--- src/rtl/rf_wb_pkg.sv ---
//------------------------------------------------------------------------------
// Module : rf_wb_pkg
// Brief  : Shared widths and load-buffer entry type for the RF write arbiter.
// Rev    : 1.0
//------------------------------------------------------------------------------
`default_nettype none

package rf_wb_pkg;

    localparam int C_XLEN = 32;
    localparam int C_AW   = 5;

    typedef struct packed {
        logic              live;
        logic [C_AW-1:0]   rd;
        logic [C_XLEN-1:0] data;
    } wb_entry_t;

endpackage

`default_nettype wire

--- src/rtl/wb_load_fifo.sv ---
//------------------------------------------------------------------------------
// Module : wb_load_fifo
// Brief  : In-order load writeback buffer with per-rd kill and age-ordered view.
// Rev    : 1.0
//------------------------------------------------------------------------------
`default_nettype none

module wb_load_fifo
    import rf_wb_pkg::*;
#(
    parameter int DEPTH = 2
) (
    input  logic            clk,
    input  logic            rst_n,
    input  logic            i_push,
    input  wb_entry_t       i_push_entry,
    input  logic            i_pop,
    input  logic            i_kill,
    input  logic [C_AW-1:0] i_kill_rd,
    output wb_entry_t       o_head,
    output logic            o_empty,
    output logic            o_full,
    output wb_entry_t       o_view [DEPTH]
);

    localparam int PW = (DEPTH > 1) ? $clog2(DEPTH) : 1;
    localparam int CW = $clog2(DEPTH + 1);
    localparam logic [PW-1:0] C_LAST      = PW'(DEPTH - 1);
    localparam logic [CW-1:0] C_DEPTH_CNT = CW'(DEPTH);
    localparam logic [PW:0]   C_DEPTH_EXT = (PW+1)'(DEPTH);

    wb_entry_t         r_mem [DEPTH];
    logic [PW-1:0]     r_rd_ptr;
    logic [PW-1:0]     r_wr_ptr;
    logic [CW-1:0]     r_count;
    logic              w_pop;

    function automatic logic [PW-1:0] f_next(input logic [PW-1:0] p);
        return (p == C_LAST) ? '0 : p + 1'b1;
    endfunction

    assign o_empty = (r_count == '0);
    assign o_full  = (r_count == C_DEPTH_CNT);
    assign o_head  = r_mem[r_rd_ptr];
    assign w_pop   = i_pop && !o_empty;

    always_ff @(posedge clk or negedge rst_n) begin
        if (!rst_n) begin
            r_rd_ptr <= '0;
            r_wr_ptr <= '0;
            r_count  <= '0;
        end else begin
            if (i_push) r_wr_ptr <= f_next(r_wr_ptr);
            if (w_pop)  r_rd_ptr <= f_next(r_rd_ptr);
            case ({i_push, w_pop})
                2'b10:   r_count <= r_count + 1'b1;
                2'b01:   r_count <= r_count - 1'b1;
                default: r_count <= r_count;
            endcase
        end
    end

    // Kill first, then the push: an incoming load never matches the kill rd
    // because the top drops it in that case.
    always_ff @(posedge clk or negedge rst_n) begin
        if (!rst_n) begin
            for (int i = 0; i < DEPTH; i++) begin
                r_mem[i] <= '0;
            end
        end else begin
            for (int i = 0; i < DEPTH; i++) begin
                if (i_kill && (r_mem[i].rd == i_kill_rd)) begin
                    r_mem[i].live <= 1'b0;
                end
            end
            if (i_push) begin
                r_mem[r_wr_ptr] <= i_push_entry;
            end
        end
    end

    // o_view[0] is the oldest occupied slot; unoccupied slots read as dead.
    always_comb begin
        for (int k = 0; k < DEPTH; k++) begin
            logic [PW:0]   w_sum;
            logic [PW-1:0] w_idx;
            w_sum = {1'b0, r_rd_ptr} + (PW+1)'(k);
            if (w_sum >= C_DEPTH_EXT) begin
                w_sum = w_sum - C_DEPTH_EXT;
            end
            w_idx          = w_sum[PW-1:0];
            o_view[k]      = r_mem[w_idx];
            o_view[k].live = r_mem[w_idx].live && (CW'(k) < r_count);
        end
    end

endmodule

`default_nettype wire

--- src/rtl/rf_write_arbiter.sv ---
//------------------------------------------------------------------------------
// Module : rf_write_arbiter
// Brief  : Merges ALU and load writebacks onto the single RF write port.
// Rev    : 1.0
//------------------------------------------------------------------------------
`default_nettype none

module rf_write_arbiter
    import rf_wb_pkg::*;
#(
    parameter int XLEN  = C_XLEN,
    parameter int AW    = C_AW,
    parameter int DEPTH = 2
) (
    input  logic            clk,
    input  logic            rst_n,
    input  logic            alu_valid,
    input  logic [AW-1:0]   alu_rd,
    input  logic [XLEN-1:0] alu_data,
    input  logic            ld_valid,
    output logic            ld_ready,
    input  logic [AW-1:0]   ld_rd,
    input  logic [XLEN-1:0] ld_data,
    output logic            rf_we,
    output logic [AW-1:0]   rf_waddr,
    output logic [XLEN-1:0] rf_wdata,
    input  logic [AW-1:0]   fwd_rs1,
    input  logic [AW-1:0]   fwd_rs2,
    output logic            fwd_hit1,
    output logic            fwd_hit2,
    output logic [XLEN-1:0] fwd_data1,
    output logic [XLEN-1:0] fwd_data2,
    output logic            busy
);

    logic            r_we;
    logic [AW-1:0]   r_waddr;
    logic [XLEN-1:0] r_wdata;

    logic            w_alu_wr;
    logic            w_ld_acc;
    logic            w_bypass;
    logic            w_push;
    logic            w_pop;
    logic            w_empty;
    logic            w_full;
    logic            w_head_issue;
    wb_entry_t       w_head;
    wb_entry_t       w_push_entry;
    wb_entry_t       w_view [DEPTH];

    assign w_alu_wr     = alu_valid && (alu_rd != '0);
    assign w_ld_acc     = ld_valid && ld_ready;
    assign w_head_issue = !w_empty && w_head.live && !w_alu_wr;
    assign w_bypass     = w_empty && !w_alu_wr && w_ld_acc && (ld_rd != '0);
    // A same-rd ALU write in the same cycle is younger, so the load is dropped.
    assign w_push       = w_ld_acc && (ld_rd != '0) && !w_bypass
                          && !(w_alu_wr && (alu_rd == ld_rd));
    // Dead heads drain without needing the write port.
    assign w_pop        = !w_empty && (!w_head.live || !w_alu_wr);
    assign w_push_entry = '{live: 1'b1, rd: ld_rd, data: ld_data};

    assign ld_ready = !w_full;

    wb_load_fifo #(
        .DEPTH(DEPTH)
    ) u_fifo (
        .clk          (clk),
        .rst_n        (rst_n),
        .i_push       (w_push),
        .i_push_entry (w_push_entry),
        .i_pop        (w_pop),
        .i_kill       (w_alu_wr),
        .i_kill_rd    (alu_rd),
        .o_head       (w_head),
        .o_empty      (w_empty),
        .o_full       (w_full),
        .o_view       (w_view)
    );

    always_ff @(posedge clk or negedge rst_n) begin
        if (!rst_n) begin
            r_we    <= 1'b0;
            r_waddr <= '0;
            r_wdata <= '0;
        end else if (w_alu_wr) begin
            r_we    <= 1'b1;
            r_waddr <= alu_rd;
            r_wdata <= alu_data;
        end else if (w_head_issue) begin
            r_we    <= 1'b1;
            r_waddr <= w_head.rd;
            r_wdata <= w_head.data;
        end else if (w_bypass) begin
            r_we    <= 1'b1;
            r_waddr <= ld_rd;
            r_wdata <= ld_data;
        end else begin
            r_we    <= 1'b0;
        end
    end

    assign rf_we    = r_we;
    assign rf_waddr = r_waddr;
    assign rf_wdata = r_wdata;
    assign busy     = !w_empty || r_we;

    // Buffer entries are younger than the output register; the scan runs
    // oldest to youngest so the last match wins.
    always_comb begin
        fwd_hit1  = 1'b0;
        fwd_data1 = '0;
        fwd_hit2  = 1'b0;
        fwd_data2 = '0;
        if (fwd_rs1 != '0) begin
            if (r_we && (r_waddr == fwd_rs1)) begin
                fwd_hit1  = 1'b1;
                fwd_data1 = r_wdata;
            end
            for (int k = 0; k < DEPTH; k++) begin
                if (w_view[k].live && (w_view[k].rd == fwd_rs1)) begin
                    fwd_hit1  = 1'b1;
                    fwd_data1 = w_view[k].data;
                end
            end
        end
        if (fwd_rs2 != '0) begin
            if (r_we && (r_waddr == fwd_rs2)) begin
                fwd_hit2  = 1'b1;
                fwd_data2 = r_wdata;
            end
            for (int k = 0; k < DEPTH; k++) begin
                if (w_view[k].live && (w_view[k].rd == fwd_rs2)) begin
                    fwd_hit2  = 1'b1;
                    fwd_data2 = w_view[k].data;
                end
            end
        end
    end

endmodule

`default_nettype wire
--- config.mk ---
export PLATFORM = sky130hd
export DESIGN_NAME = rf_write_arbiter
export DESIGN_NICKNAME = d
export VERILOG_FILES = /design/src/rtl/rf_wb_pkg.sv /design/src/rtl/wb_load_fifo.sv /design/src/rtl/rf_write_arbiter.sv
export SDC_FILE = /design/constraint.sdc
export NUM_CORES = 1
export LEC_CHECK = 0
export CAP_MARGIN = 5
export CORE_ASPECT_RATIO = 1.5
export CORE_UTILIZATION = 49
export DETAILED_ROUTE_END_ITERATION = 6
export PLACE_DENSITY = 0.86
export SLEW_MARGIN = 25
export SYNTH_ARGS = -nofsm -noshare
export SYNTH_HDL_FRONTEND = slang
export SYNTH_SLANG_ARGS = --single-unit
--- constraint.sdc ---
create_clock -name clk -period 4.45 [get_ports clk]
set_input_delay 0.89 -clock clk [delete_from_list [all_inputs] [get_ports clk]]
set_output_delay 0.89 -clock clk [all_outputs]
set_load 0.005 [all_outputs]
After elaboration in Yosys (flattened, before gate mapping). Cells that the tools add are included.

Output and inout bits: 106. Flip-flop bits (word level): 118. Logic and storage cells: 128. Input port bits: 88.

Bitwise logic cells: 4. Reductions and logical operators: 39. $lt $le $gt $ge: 9. Mux-type cells: 45. Equality and inequality tests: 12. Add/subtract/negate cells: 7.

Operators by type and width (count): two-way mux 38 bit (10); two-way mux 32 bit (11); bitwise mux 76 bit (1); two-way mux 76 bit (1); == test 5 bit (9); demux 38 bit (select 1 bit) (1); logical AND 1 bit (24); nonzero test 5 bit (4); two-way mux 1 bit (17); two-way mux 5 bit (3); >= comparator 2 bit, second input constant (5); NOT 1 -> 2 bit (4); zero test 1 bit (6); == test 2 bit, second input constant (2); less-than comparator 1 x 2 -> 1 bit, first input constant (2); case mux 2 bit (2 select lines) (1); nonzero test 3 bit (1); adder 1 bit, second input constant (2); adder 1 x 1 -> 2 bit, second input constant (1); adder 2 x 1 -> 2 bit, second input constant (1); == test 2 x 1 -> 1 bit, second input constant (1); >= comparator 1 x 2 -> 1 bit, second input constant (1); zero test 2 bit (1); logical OR 1 bit (2); other kinds (4) (5).

Depth between registers and ports, before layout. Gate-level depths: netlist of run 1.

Depth after elaboration: 11. Depth in mapped cells: 9. Gate-level depth less buffers: 9.

Hierarchy. A second synthesis of run 1 with hierarchy kept.

Cells, all modules: 743. Area, all modules: 8481.9 µm².

By module, submodules not included: wb_load_fifo (times used 1, cells each 319, sequential area each 2001.9 µm², area each 4414.2 µm²); rf_write_arbiter (times used 1, cells each 424, sequential area each 950.9 µm², area each 4067.7 µm²).

Least setup slack after synthesis of run 1. Ideal clock, no wire load.

Kind: input port to output port. From: input fwd_rs1[0]. To: output fwd_data1[27]. Required time: 3560 ps. Cell stages on the path: 7. Path buffers: 3. Setup slack: 1023 ps. Data arrival time: 2537 ps. Cell sequence: clkbuf_1 > xnor2_1 > or3_1 > buf_6 > buf_6 > or4_1 > a311oi_1.

Cells in the longest elaborated chain, start to end: 6. Elaborated cells between the ends (all ways): 11. Those cells by class: eq/ne: 3; mux: 4; reduce/logical: 4.

Ends and longest elaborated chain: start: declaration (line rf_write_arbiter.sv:27) `input logic [AW-1:0] fwd_rs1,`; == test 5 bit (line rf_write_arbiter.sv:116) `if (r_we && (r_waddr == fwd_rs1)) begin`; logical AND 1 bit (line rf_write_arbiter.sv:116); two-way mux 32 bit (line rf_write_arbiter.sv:116); two-way mux 32 bit (2 in a row) (line rf_write_arbiter.sv:121) `if (w_view[k].live && (w_view[k].rd == fwd_rs1)) begin`; two-way mux 32 bit * (line rf_write_arbiter.sv:115) `if (fwd_rs1 != '0) begin`; end: declaration (line rf_write_arbiter.sv:31) `output logic [XLEN-1:0] fwd_data1,`.

Mark *: on every way between the ends. The rest lies on a longest branch, timed or not.

Worst setup path in the final report of run 1.
From: input fwd_rs1[0]. To: output fwd_data1[15].

The elaborated chain is that of the path after synthesis.

==> run summary, run 1 <==
Tcrit/Tclk final -> 99.8%
Core region area -> 17,500 µm²
Worst min path class -> in2async
Die height -> 166 µm
Gp weighted congestion -> 0.919
Rows -> 59
PwrDens -> 786 nW/µm²
Failing checks -> DRC
Leak -> 4.51 nW
IO Pins -> 194
Antenna violations before repair -> 1
DR WL/cell -> 25.5 µm
Hpwl dp -> 22,000 µm
PnR worst setup slack -> 0.00697 ns
Vias in the first global route -> 9,526
Slew @ Worst Pin -> 0.901 ns
WP data required -> 3.56 ns
Initial core utilization -> 50.5%
Seq cells post-synth -> 118
Tot Pwr -> 0.00949 W
Post-synth EDFFs -> 0
Commonest cells in the netlist -> mux2_2, dfrtp_1, clkbuf_1
Post-Syn Area -> 8840 µm²
Full die area -> 18,600 µm²
Clock Pin Slew Worst Setup and Hold Paths -> 0.06 ns
Global-route wire length before repair -> 52,400 µm
Max-slew headroom -> 38.2%
Synth area leader -> dfrtp_1
Drt drc -> 11
Num Clock Sinks -> 118
Clk_lat worst skew -> 0.42 ns
Layout Nets -> 1,202
TritonCTS buffer count -> 17
Syn avg cell area -> 9.52 µm²
Max-Cap Viols -> 0
Most frequent cell after synthesis -> mux2_2
Synth-to-layout area growth -> 36.6%
Final setup viols -> 0
Grt total ovfl -> 0
Total detailed-routing wirelength -> 34,000 µm
Yosys cell types -> 34
Via density -> 7.06
Status -> finished, violations left
Yosys warns -> 0
Crit path DAT -> 3.55 ns
First DRT Iteration DRCs -> 1,240
Die Wd -> 112 µm
Tot GR Track Use -> 36.3%
ANT nets after route -> 0
Antenna cells -> 0
Port Buffers -> 193
Peak fanout along the critical path -> 22
CTS tree -> done
CP Capture Type -> primary output
Syn_nets -> 1,020
H-tree Lvls -> 4
Drt first pass iters -> 7
CTS max path bufs -> 2
Peak VDD IR -> 0.000446 V
Setup crit start kind -> input pin
Fmax -> 225 MHz
Crit path time final -> 4.44 ns
Final Cell Area -> 12,100 µm²
Pre-CTS setup slack -> -0.234 ns
Top post-synthesis cells by area -> dfrtp_1, mux2_2, a311oi_1
Final Max Slew Viols -> 0
Post-DP Area -> 11,300 µm²
Kind of critical path -> in2out
Top FF cell, synth -> dfrtp_1
Largest net degree at the start of global routing -> 84
Setup repair after global routing missed its margin -> true
Hold buffer count at CTS -> 0
Clock Skews -> 0.00922 ns
Final Hold Viols -> 0
Vias -> 9,430
Layout cell share with drive strength beyond 1 -> 27.9%
Asr flop ratio synth -> 100%
Clk root buf -> clkbuf_16
Synth Instances -> 928
Post-synth top area share -> 33.4%
Post-synthesis sequential area ratio -> 33.4%
==> kinds of logic after synthesis <==
| kind of cell | count (synthesis) | synth area share [%] |
|---|---|---|
| AO/OA/AOI/OAI | 189 | 16.1 |
| AND/OR/NAND/NOR | 273 | 16.3 |
| adder cells (fa/ha/maj) | 4 | 0.566 |
| buffers and inverters | 112 | 5.44 |
| XOR/XNOR | 49 | 4.86 |
| multiplexers | 183 | 23.3 |
| flip-flops | 118 | 33.4 |
==> per-stage QoR <==
stage               utilization (%)  std cells  TNS [ns]  hold slack, ns
floorplan                         -        928         0           0.458
global placement               64.4       1299     -3.00           0.492
detailed placement             64.4       1299     -4.15           0.501
CTS                            68.5       1335  -0.00859           0.511
global route                   69.0       1336   -0.0574           0.530
finish                         69.0       1336         0           0.503
==> cell type report <==
class                      instances  area (µm²)
multi-input combinational        698        5570
clock buffer                      17         425
fill                            1291        5420
tap                              213         267
sequential                       118        2960
inverter                           5        18.8
clock inverter                    15         180
timing repair buffer             270        2650
==> layout by cell type (no fill, tap or decap), drive strengths merged, types with 4 or more instances in the layout <==
cell,Yosys,routed
o21ai,9,9
ha,4,4
clkdlybuf4s50,0,183
clkbuf,85,17
a31oi,32,32
mux2,168,168
o211ai,69,69
xnor2,23,23
nor3,74,74
nand3b,29,29
or4,34,34
o21a,4,4
buf,22,77
clkinv,0,4
a21oi,8,8
or3,4,4
xor2,26,26
a311oi,64,64
inv,5,7
clkinvlp,0,6
mux2i,15,15
dlymetal6s2s,0,8
nand2,46,46
nor2,37,37
dfrtp,118,118
nand3,38,38
==> critical path: stages <==
cell and delay, ns:
clkdlybuf4s50_1 0.49, xnor2_1 0.11, or3_4 0.38, buf_12 0.18
or4_4 0.49, a311oi_2 0.34, buf_4 0.17, clkdlybuf4s50_1 0.49
==> routing by layer <==
| layer | track usage, % | up-vias | wire [µm] |
|---|---|---|---|
| met1 | 41.5 | 4513 | 11600 |
| li1 | - | 3935 | - |
| met2 | 61.4 | 769 | 16800 |
| met3 | 6.55 | 211 | 3300 |
| met5 | 0 | - | 13 |
| met4 | 24.8 | 2 | 2290 |
==> power breakdown <==
group          switching [W]  leakage (nW)  total (W)  internal (W)
Combinational        0.00308          2.86    0.00584       0.00276
Clock               0.000551         0.278    0.00143      0.000883
Sequential          0.000577          1.38    0.00222       0.00164
==> final timing paths <==
check,startpoint,to,slack [ns],cells past startpoint
max in group asynchronous,rst_n,rf_wdata[30]$_DFFE_PN0P_,3.05,2
worst min register to register,u_fifo.r_count[0]$_DFFE_PN0P_,u_fifo.r_count[0]$_DFFE_PN0P_,0.52,1
worst max-delay path,fwd_rs1[0],fwd_data1[15],0.007,8
min in group clk,u_fifo.r_count[0]$_DFFE_PN0P_,u_fifo.r_count[0]$_DFFE_PN0P_,0.52,1
worst min-delay path,rst_n,rf_waddr[2]$_DFFE_PN0P_,0.50,1
worst max register to register,u_fifo.r_rd_ptr$_DFFE_PN0N_,rf_wdata[22]$_DFFE_PN0P_,1.69,7
==> repair_timing <==
action / CTS / global route
gates resized for setup: 12 / 20
pin swaps: 0 / 8
setup endpoints to repair: 45 / 34
buffers inserted: 3 / 1
hold endpoints to repair: 0 / 0
cloned: 1 / 0
No activity file was read; power rests on OpenSTA's default activity.
==> run 2, diff against run 1 <==
--- a/config.mk
+++ b/config.mk
@@ -6,10 +6,13 @@
 export NUM_CORES = 1
 export LEC_CHECK = 0
 export CAP_MARGIN = 5
+export CELL_PAD_IN_SITES_DETAIL_PLACEMENT = 0
+export CELL_PAD_IN_SITES_GLOBAL_PLACEMENT = 1
 export CORE_ASPECT_RATIO = 1.5
-export CORE_UTILIZATION = 49
+export CORE_UTILIZATION = 43
+export CTS_BUF_LIST = sky130_fd_sc_hd__clkbuf_16
 export DETAILED_ROUTE_END_ITERATION = 6
-export PLACE_DENSITY = 0.86
+export PLACE_DENSITY = 0.95
 export SLEW_MARGIN = 25
 export SYNTH_ARGS = -nofsm -noshare
 export SYNTH_HDL_FRONTEND = slang
==> run 2 against run 1 <==
Effect of this change:
- the flow now finishes without violations
- global-route usage is 5.9 points lower
- hold slack better by 0.017 ns
- worst setup slack better by 0.019 ns
- clock skew is 0.0015 ns lower
- die area is 14% higher
- largest power group unchanged
==> run summary, run 2 (synthesized netlist as in run 1, its figures left out) <==
Cells on Worst Hold Path -> 1
Clock Skews -> 0.00772 ns
R2r worst-path depth -> 7
Setup repair after global routing missed its margin -> true
Rows -> 63
Layout Nets -> 1,188
CP Capture Type -> primary output
Clock Pin Slew Worst Setup and Hold Paths -> 0.06 ns
Die Wd -> 119 µm
Total detailed-routing wirelength -> 32,500 µm
Full die area -> 21,100 µm²
Most common cell after layout, fill and taps aside -> clkdlybuf4s50_1
Slowest stage delay, CP -> 0.56 ns
PnR worst setup slack -> 0.0260 ns
Worst min path class -> reg2reg
First DRT Iteration DRCs -> 758
Num Clock Sinks -> 118
Vias -> 8,845
Clk_lat worst skew -> 0.43 ns
TritonCTS buffer count -> 17
Hpwl dp -> 21,600 µm
CTS max path bufs -> 2
DR WL/cell -> 23.7 µm
CP max stage cell -> clkdlybuf4s50_1
Port Buffers -> 193
Die height -> 178 µm
Antenna violations before repair -> 2
Drt first pass iters -> 5
Final setup viols -> 0
Initial core utilization -> 44.3%
PwrDens -> 766 nW/µm²
Vias in the first global route -> 8,822
Status -> finished, final reports clean
Family with the most delay on the worst path -> buffers and inverters
Final hold slack -> 0.520 ns
Tcrit/Tclk final -> 99.4%
Pre-CTS setup slack -> -0.0450 ns
Clk root buf -> clkbuf_16
Final Hold Viols -> 0
Crit path DAT -> 3.53 ns
Leak -> 4.56 nW
Gp weighted congestion -> 0.921
IO Pins -> 194
ANT nets after route -> 0
WP data required -> 3.56 ns
Via density -> 6.46
Most used cell, CP -> clkdlybuf4s50_1
Largest net degree at the start of global routing -> 68
Crit path time final -> 4.42 ns
Final Max Slew Viols -> 0
Global-route wire length before repair -> 49,100 µm
Slew @ Worst Pin -> 0.951 ns
Critical R2R Launch -> u_fifo.r_rd_ptr$_DFFE_PN0N_
Layout cell share with drive strength beyond 1 -> 28.0%
H-tree Lvls -> 4
Final non-filler cell total -> 1,370
Bufs and invs on worst path -> 4
Max-slew headroom -> 36.6%
R2R setup slack -> 1.72 ns
Grt total ovfl -> 0
Peak VDD IR -> 0.000476 V
Peak fanout along the critical path -> 17
Worst r2r dst -> rf_wdata[3]$_DFFE_PN0P_
Drt drc -> 0
Max-Cap Viols -> 0
Synth-to-layout area growth -> 37.1%
Commonest cells after routing, fill and taps aside -> clkdlybuf4s50_1, mux2_2, dfrtp_1, nor3_1, o211ai_1
Critical Path, Cell by Cell -> clkdlybuf4s50_1, buf_4, xor2_1, nor4_2, and3_4, buf_12, o211ai_1, a311oi_2, clkdlybuf4s50_1
Core region area -> 19,900 µm²
Fmax -> 226 MHz
Kind of critical path -> in2out
CTS tree -> done
Setup crit start kind -> input pin
DP Cell Count -> 1,334
Tot GR Track Use -> 30.4%
## run 2: cell types whose count changed in the layout (fill, tap and decap cells not counted), moves of 3 or more
cell	delta
a311oi_1	-11
a311oi_2	+11
buf_4	-13
clkdlybuf4s50_1	-5
clkinv_4	+3
dlymetal6s2s_1	+4
## run 2: worst max path at each step
stage	endpoint	startpoint	cells after the start
after floorplan	fwd_data1[27]	fwd_rs1[0]	7
after global placement	fwd_data1[27]	fwd_rs1[3]	7
after detailed placement	fwd_data1[28]	fwd_rs1[3]	7
after CTS	fwd_data2[19]	fwd_rs2[3]	9
after global routing	fwd_data2[27]	fwd_rs2[3]	9
final	fwd_data2[6]	fwd_rs2[3]	9
## run 2: per-stage QoR
stage / power [W] / util (%) / TNS (ns) / cell area [µm²]
2_1_floorplan: 0.00543 / - / 0 / 8840
3_3_place_gp: 0.00747 / 56.3 / -0.00951 / 11200
3_5_place_dp: 0.00761 / 56.3 / -0.0663 / 11200
4_1_cts: 0.00912 / 59.8 / 0 / 11900
5_1_grt: 0.00974 / 60.8 / -0.0111 / 12100
6_report: 0.00928 / 60.8 / 0 / 12100
## run 2: final cells by class
cell class	instances	area [µm²]
Timing Repair Buffer	256	2530
Antenna cell	1	2.50
Clock inverter	15	181
Tap cell	260	325
Sequential cell	118	2960
Clock buffer	17	425
Multi-Input combinational cell	698	5670
Inverter	5	18.8
Fill cell	1631	7830
## run 2: what timing repair did
action,4_1_cts,5_1_grt
gates resized for setup,14,38
endpoints found under the setup margin,42,63
buffers inserted,2,0
pin swaps,0,17
cloned,0,1
hold buffers,0,0
## run 2: report_power, final
part	switching, W	internal, W	total, W	leakage, nW
clock network	0.000543	0.000881	0.00142	0.287
registers	0.000547	0.00164	0.00219	1.38
logic	0.00298	0.00269	0.00567	2.90
total	0.00407	0.00521	0.00928	4.56
## run 2: layer usage
| layer | part of all wire (%) | vias up | wire length, µm | track usage (%) |
|---|---|---|---|---|
| met2 | 50 | 516 | 16300 | 52.0 |
| li1 | - | 3913 | - | - |
| met5 | 0.052 | - | 17 | 0 |
| met4 | 5.8 | 2 | 1870 | 19.3 |
| met1 | 36 | 4282 | 11800 | 34.3 |
| met3 | 7.8 | 132 | 2530 | 6.23 |
==> run 3, diff against run 2 <==
--- a/config.mk
+++ b/config.mk
@@ -5,10 +5,11 @@
 export SDC_FILE = /design/constraint.sdc
 export NUM_CORES = 1
 export LEC_CHECK = 0
-export CAP_MARGIN = 5
+export CAP_MARGIN = 0
 export CELL_PAD_IN_SITES_DETAIL_PLACEMENT = 0
 export CELL_PAD_IN_SITES_GLOBAL_PLACEMENT = 1
 export CORE_ASPECT_RATIO = 1.5
+export CORE_MARGIN = 2
 export CORE_UTILIZATION = 43
 export CTS_BUF_LIST = sky130_fd_sc_hd__clkbuf_16
 export DETAILED_ROUTE_END_ITERATION = 6
==> run 3 against run 2 <==
Effect of this change:
- count of clock-buffer cells in the layout did not move
- via count rose by 4.0%
- sequential power barely moved
- clock power fell by 14%
- fmax fell by 0.20%
- global-route usage rose by 0.59 points
- critical path type unchanged
- critical endpoint is now fwd_data1[1]
- largest cell class unchanged
==> run summary, run 3 (synthesized netlist as in run 1, its figures left out) <==
GRT busiest layer -> met2
CP max stage cell -> clkdlybuf4s50_1
Tot GR Track Use -> 31.0%
CTS tree -> done
Max-Cap Viols -> 0
Most common cell after layout, fill and taps aside -> clkdlybuf4s50_1
Met2 Usage GRT -> 52.4%
Core region area -> 20,300 µm²
Fillers -> 1,730
Peak fanout along the critical path -> 31
Max-slew headroom -> 61.4%
Port Buffers -> 193
Clk_lat worst skew -> 0.43 ns
Family with the most delay on the worst path -> buffers and inverters
Drt drc -> 0
Leak -> 4.46 nW
Final Cell Area -> 12,100 µm²
Crit path DAT -> 3.54 ns
Gp weighted congestion -> 0.931
Rows -> 64
Final Max Slew Viols -> 0
Met3 Use GR -> 6.19%
WP data required -> 3.56 ns
DP Cell Count -> 1,341
Grt total ovfl -> 0
Initial core utilization -> 43.6%
CP Capture Type -> primary output
First DRT Iteration DRCs -> 1,071
H-tree Lvls -> 4
Routing usage on met1 -> 34.2%
Commonest cells after routing, fill and taps aside -> clkdlybuf4s50_1, mux2_2, dfrtp_1, nor3_1, o211ai_1
Antenna violations before repair -> 4
DR WL/cell -> 24.9 µm
Worst min path class -> in2async
Clock Skews -> 0.00883 ns
Total detailed-routing wirelength -> 34,300 µm
Bufs and invs on worst path -> 3
IO Pins -> 194
Hold buffer count at CTS -> 0
Final setup viols -> 0
PwrDens -> 772 nW/µm²
Tcrit/Tclk final -> 99.6%
Slowest stage delay, CP -> 0.56 ns
Final Hold Viols -> 0
CTS max path bufs -> 2
Peak VDD IR -> 0.000463 V
Slew @ Worst Pin -> 0.579 ns
Die Wd -> 121 µm
Full die area -> 21,700 µm²
Critical Path, Cell by Cell -> clkdlybuf4s50_1, xnor2_1, or3_4, buf_12, or4_1, a311oi_1, clkdlybuf4s50_1
Kind of critical path -> in2out
Vias -> 9,202
Final non-filler cell total -> 1,381
Largest net degree at the start of global routing -> 71
Clk root buf -> clkbuf_16
Layout cell share with drive strength beyond 1 -> 28.0%
Status -> finished, final reports clean
Most used cell, CP -> clkdlybuf4s50_1
Drt first pass iters -> 7
Crit path time final -> 4.43 ns
Num Clock Sinks -> 118
TritonCTS buffer count -> 17
Layout Nets -> 1,195
Synth-to-layout area growth -> 37.5%
Post-DP Area -> 11,300 µm²
ANT nets after route -> 0
Setup crit start kind -> input pin
Clock Pin Slew Worst Setup and Hold Paths -> 0.05 ns
Vias in the first global route -> 9,294
Via density -> 6.66
Fmax -> 226 MHz
Hpwl dp -> 22,000 µm
Die height -> 180 µm
Post-layout util -> 60.0%
Global-route wire length before repair -> 51,900 µm
[run 3: cell count changes in the layout (fill, tap and decap cells not counted), sizes merged, moves of 2 or more]
cell / delta
diode: +3
clkdlybuf4s50: +8
inv: +2
bufinv: -2
dlymetal6s2s: -9
clkinvlp: -3
buf: +7
[run 3: report_power, final]
part           internal (W)  leakage, nW  total (W)  switching [W]
combinational       0.00283         2.82    0.00596        0.00313
clock              0.000736        0.259    0.00122       0.000487
sequential          0.00164         1.38    0.00220       0.000559
[run 3: per-stage QoR]
step | worst slack, ns | hold slack (ns) | TNS (ns) | total power (W)
floorplan | 1.02 | 0.458 | 0 | 0.00543
global placement | -0.137 | 0.493 | -0.518 | 0.00757
detailed placement | -0.158 | 0.507 | -1.46 | 0.00774
CTS | 0.00263 | 0.514 | 0 | 0.00914
global route | -0.0477 | 0.465 | -0.177 | 0.00977
finish | 0.0172 | 0.439 | 0 | 0.00938
[run 3: final cells by class]
cell class | count | area, µm² | area share [%]
Antenna cell | 4 | 10.0 | 0.0824
Clock buffer | 17 | 425 | 3.50
Clock inverter | 12 | 77.6 | 0.639
Inverter | 5 | 18.8 | 0.154
Multi-Input combinational cell | 698 | 5710 | 47.0
Sequential cell | 118 | 2960 | 24.3
Tap cell | 264 | 330 | 2.72
Timing Repair Buffer | 263 | 2630 | 21.6
[run 3: layer usage]
metal / wire length, µm / vias up
met5: 0 / -
met4: 2440 / 0
met3: 2550 / 183
met2: 17100 / 599
met1: 12200 / 4498
li1: - / 3922
[run 3: what timing repair did]
item | CTS | global route
pin swaps | 3 | 1
gates cloned | 1 | 0
setup buffers | 4 | 1
endpoints found under the setup margin | 38 | 35
resized for setup | 16 | 28
[run 3: worst paths after layout]
path,from,end,cells after the start,slack (ns)
min,rst_n,rf_waddr[0]$_DFFE_PN0P_,1,0.44
max,fwd_rs1[3],fwd_data1[1],7,0.02
min reg2reg,u_fifo.r_wr_ptr$_DFFE_PN0N_,u_fifo.r_wr_ptr$_DFFE_PN0N_,1,0.51
max reg2reg,u_fifo.r_count[0]$_DFFE_PN0P_,register,7,2.01
max in group asynchronous,rst_n,asynchronous set/reset pin,3,2.99
min in group clk,u_fifo.r_wr_ptr$_DFFE_PN0N_,u_fifo.r_wr_ptr$_DFFE_PN0N_,1,0.51
==> edit: new RTL, flow settings as in run 3 <==
Make the reset (`rst_n`) synchronous in 3 clocked blocks.
--- a/src/rtl/wb_load_fifo.sv
+++ b/src/rtl/wb_load_fifo.sv
@@ -44,7 +44,7 @@
     assign o_head  = r_mem[r_rd_ptr];
     assign w_pop   = i_pop && !o_empty;
 
-    always_ff @(posedge clk or negedge rst_n) begin
+    always_ff @(posedge clk) begin
         if (!rst_n) begin
             r_rd_ptr <= '0;
             r_wr_ptr <= '0;
@@ -62,7 +62,7 @@
 
     // Kill first, then the push: an incoming load never matches the kill rd
     // because the top drops it in that case.
-    always_ff @(posedge clk or negedge rst_n) begin
+    always_ff @(posedge clk) begin
         if (!rst_n) begin
             for (int i = 0; i < DEPTH; i++) begin
                 r_mem[i] <= '0;
--- a/src/rtl/rf_write_arbiter.sv
+++ b/src/rtl/rf_write_arbiter.sv
@@ -78,7 +78,7 @@
         .o_view       (w_view)
     );
 
-    always_ff @(posedge clk or negedge rst_n) begin
+    always_ff @(posedge clk) begin
         if (!rst_n) begin
             r_we    <= 1'b0;
             r_waddr <= '0;
Function: differs if rst_n is asserted again (counterexample within 4 cycles, from zero or initial values and one cycle with rst_n low); with rst_n held inactive, the same outputs for 4 cycles.
==> edit against run 3 <==
- final cell count is 1.9% higher
- synthesized area down 1.9%
- clock skew fell by 0.0022 ns
- first-iteration DRC count down 11%
- synthesized cell count grew 5.2%
- setup slack gained 0.049 ns
- global-route usage decreased by 0.79 points
- sequential cell count is 1 higher
- final area shrank 3.5%
- wire length shrank 5.1%
- sequential share of layout area increased by 2.3 points
- critical endpoint is now fwd_data1[19]
Power is not compared: it rests on default switching activity, and its combinational part moved more than twofold at a synthesized area within 25%.
==> edit: results (changes against run 3) <==
| Metric | Value |
|---|---|
| Status | finished clean |
| Ys async rst share | 0% (-100 points) |
| Final net count | 1226 (+2.6%) |
| H-tree depth | 4 (unchanged) |
| Slew HR | 35.9% (-26 points) |
| Pre-Repair DR Iteration Count | 6 (-1) |
| Hold EP | rf_wdata[6] |
| Switching Share | 37.2% |
| Hold path depth | 2 |
| Wire per inst | 23.2 microns (-6.9%) |
| CP max-delay cell | clkdlybuf4s50_1 |
| EDFF count, synth | 74 (+74) |
| R2R Setup Slk | 1.64 ns (-0.37 ns) |
| Largest register FFs | 76 |
| Clk root buf | clkbuf_16 |
| Post-CTS Setup Inserts | 0 (-4) |
| Hold path start | rf_wdata[6] |
| Reg with most FFs | u_fifo.r_mem |
| Initial antenna violation count | 0 (-4) |
| Leak | 3.93 nW |
| Diode count | 0 (-4) |
| Global Route Usage Sum | 30.2% (-0.79 points) |
| Ranking of synthesized cells by area | edfxtp_1 (26%), dfxtp_1 (10%), a311oi_1 (6.9%), o211ai_1 (5.9%), nor3_1 (5.7%) |
| Area post-placement | 0.0111 sq mm (-2.2%) |
| Layout cells sized above 1 | 12.8% (-15 points) |
| Largest net degree at the start of global routing | 53 (-25%) |
| First-pass GRT wire length | 49800 microns (-4.0%) |
| CTS Buffer Depth | 2 (unchanged) |
| Max incr delay on CP | 0.59 ns (+0.03 ns) |
| Worst path arrival time | 3.49 ns (-0.05 ns) |
| Worst r2r dst | rf_wdata[19] |
| DRT iter0 DRCs | 951 (-11%) |
| Ys flop type | edfxtp_1 |
| Synth cell types | 48 (+41%) |
| Critical Path Fanout Max | 18 (-42%) |
| Type of the most critical hold path | flop to flop |
| Inserted Clock Buffers | 17 (unchanged) |
| Routability-driven placement congestion ratio | 0.894 (-3.9%) |
| Seq/Total Area, Yosys | 36.0% (+2.6 points) |
| Clock skew | 0.00661 ns (-0.00222 ns) |
| Hpwl dp | 22200 microns (+0.85%) |
| I/O Buffers | 193 (unchanged) |
| Post-Synthesis Net Count | 1068 (+4.7%) |
| Top post-synthesis cells by count | nor3_1 (99), and2_1 (74), edfxtp_1 (74) |
| Clock transition at path regs | 0.06 ns |
| Vias | 9219 (+0.18%) |
| Vias in the first global route | 9326 (+0.34%) |
| Post-synth top area share | 25.6% (-7.8 points) |
| Worst vdd ir | 0.279 mV |
| WHS | 0.497 ns (+0.0573 ns) |
==> edit: changes by cell type after synthesis, sizes merged, moves of 30 or more <==
cell / change
a211o: +33
or4: -30
and2: +74
dfxtp: +45
a31oi: -31
a21oi: +58
dfrtp: -118
mux2: -135
edfxtp: +74
==> edit: power by group through the flow <==
stage | registers, mW | logic (mW) | clock network (mW)
3_5_place_dp | 1.56 | 1.91 | 0
3_3_place_gp | 1.55 | 1.89 | 0
2_1_floorplan | 1.51 | 1.16 | 0
6_report | 1.55 | 1.98 | 1.43
5_1_grt | 1.57 | 2.08 | 1.47
4_1_cts | 1.54 | 1.92 | 1.43
==> edit: worst max path at each step <==
stage | from | end | slack (ns) | cells after the start
floorplan | alu_rd[4] | u_fifo.r_mem[1][0] | 0.96 | 6
detailed placement | fwd_rs1[2] | fwd_data1[13] | -0.005 | 8
finish | fwd_rs1[2] | fwd_data1[19] | 0.07 | 8
CTS | u_fifo.r_count[1] | fwd_data1[1] | 0.06 | 9
global route | fwd_rs1[3] | fwd_data1[19] | 0.008 | 8
global placement | fwd_rs1[2] | fwd_data1[13] | 0.06 | 8
==> edit: cells by family (layout without fill, tap and decap cells) <==
family	Yosys count	count (layout)	synth area share (%)
compound gates	250	250	21.3
xor+xnor	48	48	4.85
fa+ha+maj	4	4	0.577
buf+inv	117	288	6.48
flops	119	119	36.0
mux	77	77	9.45
simple gates	361	361	21.3
==> edit: per-layer routing <==
metal	global-route usage (%)	routed length (microns)
met5	0	0
met4	22.8	2170
met3	5.43	2930
met2	51.7	16300
met1	33.0	11200
==> edit: timing repair <==
action | 4_1_cts | 5_1_grt
pin swaps | 0 | 2
gates resized for setup | 1 | 11
endpoints found under the setup margin | 1 | 35
cloned | 0 | 0
==> edit: through the flow <==
stage / power [mW] / instances / setup slack, ns
after floorplan: 2.66 / 976 / 0.960
after global placement: 3.44 / 1375 / 0.0640
after detailed placement: 3.47 / 1375 / -0.00451
after CTS: 4.89 / 1407 / 0.0563
after global routing: 5.12 / 1407 / 0.00760
final: 4.96 / 1407 / 0.0664
==> edit: area by class of cell <==
| type | instances | area (sq um) |
|---|---|---|
| Fill cell | 1721 | 8060 |
| Multi-Input combinational cell | 740 | 5130 |
| Sequential cell | 119 | 3130 |
| Timing Repair Buffer | 250 | 2530 |
| Clock buffer | 17 | 425 |
| Tap cell | 260 | 325 |
| Clock inverter | 15 | 170 |
| Inverter | 6 | 22.5 |
==> edit: worst reg2reg max path: cells and delay by family (launching register included) <==
family                 cells  cell delay, ns
and+or+nand+nor            1            0.13
buffers and inverters      2            0.74
DFF                        1            0.50
AOI/OAI and AO/OA          3            0.52
muxes                      1            0.78
